## src/rtl/sha3_pkg.sv

```systemverilog
// Shared SHA-3 constants and loader state encoding.
// Used by the SHAKE256 message loader.
package sha3_pkg;

    localparam int WORD_W        = 64;
    localparam int RATE_BITS     = 1088;
    localparam int RATE_WORDS    = 17;
    localparam int MAX_MSG_BYTES = 135;

    typedef enum logic [1:0] {
        ST_ACCEPT = 2'd0,
        ST_EMIT   = 2'd1,
        ST_ERR    = 2'd2,
        ST_DRAIN  = 2'd3
    } loader_state_e;

endpackage

```

## src/rtl/shake256_msg_loader.sv

```systemverilog
// Packs a byte-aligned 64-bit stream into one SHAKE256 rate block.
// Single-block messages only; oversize messages are dropped with err.
module shake256_msg_loader
    import sha3_pkg::*;
#(
    parameter int WORD_W    = 64,
    parameter int RATE_BITS = 1088,
    parameter int MAX_BYTES = 135
) (
    input  logic                 clk,
    input  logic                 rstn,
    input  logic                 s_valid,
    output logic                 s_ready,
    input  logic [WORD_W-1:0]    s_data,
    input  logic                 s_last,
    input  logic [3:0]           s_bytes,
    output logic                 out_en,
    output logic [RATE_BITS-1:0] out_data,
    output logic [10:0]          out_len,
    output logic [3:0]           out_block_num,
    output logic                 err,
    output logic                 busy
);

    localparam logic [7:0] MAX_B8 = 8'(MAX_BYTES);

    loader_state_e     state_q, state_d;
    logic [4:0]        wcnt_q, wcnt_d;
    logic [7:0]        bcnt_q, bcnt_d;
    logic              err_q, err_d;
    logic [WORD_W-1:0] buf_q [RATE_WORDS];
    logic [WORD_W-1:0] buf_d [RATE_WORDS];

    logic              hs;
    logic [3:0]        beat_bytes;
    logic [7:0]        total;
    logic [WORD_W-1:0] beat_word;

    // Keeps the first n bytes (MSB side) of a last beat.
    function automatic logic [WORD_W-1:0] byte_mask(input logic [3:0] n);
        case (n)
            4'd0:    byte_mask = 64'h0000_0000_0000_0000;
            4'd1:    byte_mask = 64'hFF00_0000_0000_0000;
            4'd2:    byte_mask = 64'hFFFF_0000_0000_0000;
            4'd3:    byte_mask = 64'hFFFF_FF00_0000_0000;
            4'd4:    byte_mask = 64'hFFFF_FFFF_0000_0000;
            4'd5:    byte_mask = 64'hFFFF_FFFF_FF00_0000;
            4'd6:    byte_mask = 64'hFFFF_FFFF_FFFF_0000;
            4'd7:    byte_mask = 64'hFFFF_FFFF_FFFF_FF00;
            default: byte_mask = 64'hFFFF_FFFF_FFFF_FFFF;
        endcase
    endfunction

    assign s_ready = (state_q == ST_ACCEPT) || (state_q == ST_DRAIN);
    assign hs      = s_valid && s_ready;

    assign beat_bytes = s_last ? s_bytes : 4'd8;
    assign total      = bcnt_q + {4'b0000, beat_bytes};
    assign beat_word  = s_last ? (s_data & byte_mask(s_bytes)) : s_data;

    // Next-state, counter and buffer update logic.
    always_comb begin
        state_d = state_q;
        wcnt_d  = wcnt_q;
        bcnt_d  = bcnt_q;
        buf_d   = buf_q;
        err_d   = 1'b0;
        unique case (state_q)
            ST_ACCEPT: begin
                if (hs) begin
                    if (!s_last && (wcnt_q == 5'd16)) begin
                        state_d = ST_DRAIN;
                        err_d   = 1'b1;
                    end else begin
                        for (int k = 0; k < RATE_WORDS; k++) begin
                            if (wcnt_q == 5'(k)) buf_d[k] = beat_word;
                        end
                        wcnt_d = wcnt_q + 5'd1;
                        bcnt_d = total;
                        if (s_last) begin
                            if ((s_bytes > 4'd8) || (total > MAX_B8)) begin
                                state_d = ST_ERR;
                                err_d   = 1'b1;
                            end else begin
                                state_d = ST_EMIT;
                            end
                        end
                    end
                end
            end
            ST_EMIT, ST_ERR: begin
                state_d = ST_ACCEPT;
                wcnt_d  = '0;
                bcnt_d  = '0;
                buf_d   = '{default: '0};
            end
            ST_DRAIN: begin
                if (hs && s_last) begin
                    state_d = ST_ACCEPT;
                    wcnt_d  = '0;
                    bcnt_d  = '0;
                    buf_d   = '{default: '0};
                end
            end
            default: state_d = ST_ACCEPT;
        endcase
    end

    // State registers with synchronous active-low reset.
    always_ff @(posedge clk) begin
        if (!rstn) begin
            state_q <= ST_ACCEPT;
            wcnt_q  <= '0;
            bcnt_q  <= '0;
            err_q   <= 1'b0;
            buf_q   <= '{default: '0};
        end else begin
            state_q <= state_d;
            wcnt_q  <= wcnt_d;
            bcnt_q  <= bcnt_d;
            err_q   <= err_d;
            buf_q   <= buf_d;
        end
    end

    // Output block is zero except during the emit cycle.
    always_comb begin
        out_data = '0;
        if (state_q == ST_EMIT) begin
            for (int k = 0; k < RATE_WORDS; k++) begin
                out_data[RATE_BITS-1-WORD_W*k -: WORD_W] = buf_q[k];
            end
        end
    end

    assign out_en        = (state_q == ST_EMIT);
    assign out_len       = out_en ? {bcnt_q, 3'b000} : 11'd0;
    assign out_block_num = out_en ? 4'd1 : 4'd0;
    assign err           = err_q;
    assign busy          = (state_q != ST_ACCEPT) || (wcnt_q != 5'd0);

endmodule
```

## config.mk

```make
export PLATFORM = sky130hd
export DESIGN_NAME = shake256_msg_loader
export DESIGN_NICKNAME = d
export VERILOG_FILES = /design/src/rtl/sha3_pkg.sv /design/src/rtl/shake256_msg_loader.sv
export SDC_FILE = /design/constraint.sdc
export NUM_CORES = 2
export LEC_CHECK = 0
export ABC_AREA = 1
export CAP_MARGIN = 25
export CORE_AREA = 2 2 454 456
export DETAILED_ROUTE_END_ITERATION = 8
export DIE_AREA = 0 0 456 458
export RECOVER_POWER = 100
export SYNTH_ARGS = -nofsm -noshare
export SYNTH_HDL_FRONTEND = slang
export SYNTH_SLANG_ARGS = --single-unit
```

## constraint.sdc

```tcl
create_clock -name clk -period 2.9 [get_ports clk]
set_input_delay 0.435 -clock clk [delete_from_list [all_inputs] [get_ports clk]]
set_output_delay 0.435 -clock clk [all_outputs]
set_load 0.02 [all_outputs]
```

# Word level (Yosys, flattened, before mapping)
# Memories as Yosys holds them, arrays and structs flattened.
# Index checks and enable logic that the tools add are counted.
# W data, S select, Z words.
# totals
ff_bits	1104
latch_bits	0
mem_bits_rw	0
romBits	448
output_inout_bits	1107
wordCells	143
n_memories	1
# classes
addsub	2
multipliers	0
div	0
order_cmp	2
n_eq_ne	40
n_shift	0
mux	44
bitwise_logic	1
reduce_logical	32
# mem_list
memory	depth	width	rd	rd_ports_with_merged_regs	write_ports	line_no	rtl
(no name shown)	8	56	1	0	0	shake256_msg_loader.sv:41	case (n)
# ops
operator	n
$mux W1088	4
$pmux W1088 S3	1
$mux W64	19
$reduce_and A4 Y1	17
$and A64 B64 Y64	1
$eq A5 B4 Y1 const B	8
$ne A2 B1 Y1 const B	18
$mux W8	3
$pmux W8 S3	1
$eq A5 B3 Y1 const B	4
$mux W5	3
$pmux W5 S3	1
$mux W11	1
$eq A5 B2 Y1 const B	2
$mux W2	5
$reduce_and A3 Y1	3
$add A8 B4 Y8	1
$gt A8 B8 Y1 const B	1
$pmux W2 S3	1
$add A5 B1 Y5 const B	1
$eq A5 B1 Y1 const B	1
$eq A5 B5 Y1 const B	1
$logic_not A5 Y1	1
$reduce_bool A5 Y1	1
other kinds (13)	22

# Logic depth before layout (Yosys ltp)
# logic_depth
ltp_word	9
mapped_depth	16
mapped_depth_nobuf	16

# Worst setup path before layout
# Ideal clock, no wire load.
# synth_timing
path_kind	flip-flop to output port
start	register state_q[1]
end	output port out_data[1000]
arrival_ps	1930
required_time_ps	2465
slack_ps	535
path_stages_with_launch	9
n_path_buf	4
path_cell_list	dfxtp_1 > inv_1 > ha_1 > clkbuf_1 > clkbuf_1 > clkbuf_1 > clkbuf_1 > nand2_1 > inv_1
# synth_via
elab_chain_cells	2
# synth_lines
item	line_no	rtl
from (decl)	shake256_msg_loader.sv:27	loader_state_e state_q, state_d;
from (signal assigned)	shake256_msg_loader.sv:118	state_q <= state_d;
$eq A2 B1 Y1	-	
named net out_en	shake256_msg_loader.sv:17	output logic out_en,
$mux W1088	shake256_msg_loader.sv:129	if (state_q == ST_EMIT) begin
to (decl)	shake256_msg_loader.sv:18	output logic [RATE_BITS-1:0] out_data,
# The timed path passes the listed nets, and every way through them passes these cells.

# Worst setup path in the final report
# layout_timing
start	register state_q[1]
end	output port out_data[463]
# layout_via
elab_chain_cells	2
# layout_lines
item	line_no
$eq A2 B1 Y1	shake256_msg_loader.sv:129
$mux W1088	shake256_msg_loader.sv:129
# Every way passes these cells.

==> run summary <==
worst hold slack -> 0.364 ns
outcome -> finished with violations
slew margin rel. -> 33.5%
TritonRoute pass-1 iters -> 7
crit path kind -> reg -> out
post-route ant nets -> 0
Yosys top cell by area -> dfxtp_1
HP Start -> s_data[62]
register share of total power -> 39.7%
share of cells above drive strength 1 -> 16.5%
Clock Latency Late Sink -> 0.81 ns
Synth Cell Area -> 0.0460 sq mm
top routing layer used -> met5
Sw Pwr -> 17.5 mW
met3 WL post-DR -> 16300 um
RSZ-0062 raised after global routing -> true
vias in the first global route -> 44995
first-pass GRT wire length -> 313000 um
syn_area_per_cell -> 7.05 sq um
Final Max Tran Viols -> 0
Setup-failing EPs final -> 452
nature of the critical path startpoint -> flop
post-synth top area share -> 48.0%
Sw Share -> 35.3%
number of DRC markers in iteration 0 -> 4216
Reg2Reg Setup Slack -> -0.18 ns
total power -> 49.5 mW
PortBufs -> 1172
Required @ worst endpoint -> 2.47 ns
clock sink count -> 1104
synth unique cells -> 33
CTS buffer count -> 120
Fmax -> 319 MHz
WHS Path Cells -> 3
critical path arrival -> 2.70 ns
drt drc -> 0
Setup crit end kind -> output port
clock-pin slew on the worst setup and hold paths -> 0.06 ns
initial antenna violation count -> 24
clk root buf -> clkbuf_16
global-route total usage across every layer -> 20.3%
fin worst setup slack -> -0.235 ns
drt via density -> 4.65
Gate power share -> 27.5%
fin nets -> 7742
largest net degree at the start of global routing -> 182
placed cells -> 10091
CTS tree -> built
total of warnings raised by yosys -> 0
total wire length -> 232000 um
minimum clock period -> 3.13 ns
Hold Path Sink -> buf_q[1022]
count of final hold-check violations -> 0
Via Count -> 48593
clk_skew -> 0.0476 ns
Hold Crit Class -> in -> reg
register area share after synthesis -> 48.0%
Area Overhead vs Synth -> 50.5%
VDD IR-drop max -> 520 uV
Final Wtd Congestion -> 0.853
Setup crit start -> state_q[1]
Chip Width -> 456 um
FF-to-FF End -> buf_q[864]
actual slew at the worst max-slew pin -> 0.997 ns
post-detail-place hpwl -> 155000 um
WL per Instance -> 22.2 um
routed length on met2 -> 109000 um
ranking of synthesized cells by area -> dfxtp_1, nand2_1, inv_1, a21oi_1, o21ai_0
CTS max path bufs -> 3
grt ovf -> 0
period utilization -> 108%
total negative slack -> -43.67 ns
Synth Instances -> 6526
Core Rows -> 166
crit path max fanout -> 14
H-tree levels -> 3
Core Area -> 0.204 sq mm
violated checks -> setup timing
WL met1 -> 93800 um
Initial Util -> 22.6%
Clk network pwr share -> 32.8%
R2R Path Start -> state_q[1]
LEAKAGE -> 45.4 nW
Reg2Reg Depth -> 13
Pwr Density -> 715 mW/mm^2
I/O pin cnt -> 1179
die span in y -> 458 um
Final Core Density -> 34.0%
#FFs+latches synth -> 1104
maxcap violations -> 0
fin cells -> 10450
Die ar. -> 0.209 sq mm
Int Power -> 32.0 mW
[per-stage QoR]
step / cell area [sq um] / setup slack, ns
floorplan: 46000 / 0.535
global placement: 62300 / -0.124
detailed placement: 62300 / 0.0573
CTS: 66600 / -0.408
global route: 69300 / -0.360
finish: 69300 / -0.235
[metal layers]
layer / GRT usage (%) / vias up
li1: - / 22523
met1: 25.2 / 23238
met5: 0 / -
met2: 33.6 / 2296
met3: 3.44 / 528
met4: 10.9 / 8
[layout make-up]
type,instances,area (sq um)
flip-flops and latches,1104,22100
repair buffers,1549,17500
clock buffers,176,3510
clock inverters,42,617
diodes,9,22.5
well taps,2688,3360
inverters,1177,4430
fillers,21254,134000
multi-input cells,3705,17700
[power by group through the flow]
stage          clock, mW  combinational (mW)  sequential, mW
6_report            16.3                13.6            19.7
5_1_grt             17.1                14.6            19.9
4_1_cts             16.6                12.8            19.5
3_5_place_dp           0                12.5            19.8
3_3_place_gp           0                12.3            19.8
2_1_floorplan          0                6.73            19.2
[synthesized netlist by cell type, drive strengths merged]
master,instances
nand2,1336
a211oi,198
nor2,448
nand3,33
clkinv,6
dfxtp,1104
clkbuf,356
inv,1171
nand4,3
o22ai,1
or2,28
o21ai,788
xor2,1
nor3b,1
nor3,2
fa,1
a2111oi,1
conb,1
buf,189
a21oi,846
ha,12
[sequential cells by signal, summed over array words and instances (netlist names)]
register / cells
wcnt_q: 5
bcnt_q: 8
state_q: 2
err: 1
buf_q: 1088
[timing repair]
item,CTS,global route
pin swaps,0,13
setup buffers,7,82
gates cloned,9,33
resized for setup,650,1985
hold buffers,1,0
hold endpoints to repair,19,0
setup endpoints to repair,1096,1076
[cell usage in the layout, fill, tap and decap left out, types with 30 or more instances in the layout]
cell type	n
buf_12	119
clkbuf_2	192
nand2_2	77
clkbuf_8	30
nand2_4	35
dfxtp_1	1102
inv_2	99
dlymetal6s2s_1	557
a21oi_1	844
a211oi_1	198
clkbuf_16	145
clkdlybuf4s15_2	47
buf_6	141
o21ai_0	785
buf_4	217
dlygate4sd2_1	58
inv_1	1071
clkdlybuf4s50_1	106
nand2_1	1224
buf_2	31
nor2_1	422
[cells by family (layout without fill, tap and decap cells)]
family	count (synthesis)	in the layout	share of synthesized area [%]
compound gates	1834	1834	21.1
fa+ha+maj	13	13	0.370
xor+xnor	1	1	0.0190
buf+inv	1722	2944	14.8
flops	1104	1104	48.0
other cells	1	15	0.00815
simple gates	1851	1851	15.7
[worst max-delay path: stages, from the launching register on]
cell	delay [ns]
dfxtp_2	0.35
inv_2	0.05
ha_4	0.21
buf_12	0.15
buf_12	0.13
clkbuf_16	0.17
buf_12	0.16
buf_12	0.13
buf_4	0.14
buf_16	0.14
nand2_1	0.08
inv_1	0.04
buf_4	0.15
[worst max path at each step]
stage | to | slack (ns)
6_report | out_data[463] | -0.23
5_1_grt | out_data[545] | -0.36
4_1_cts | out_data[922] | -0.41
3_5_place_dp | buf_q[314] | 0.06
3_3_place_gp | state_q[0] | -0.12
2_1_floorplan | out_data[1000] | 0.53
Note: power is estimated with default switching activity, not from simulation.
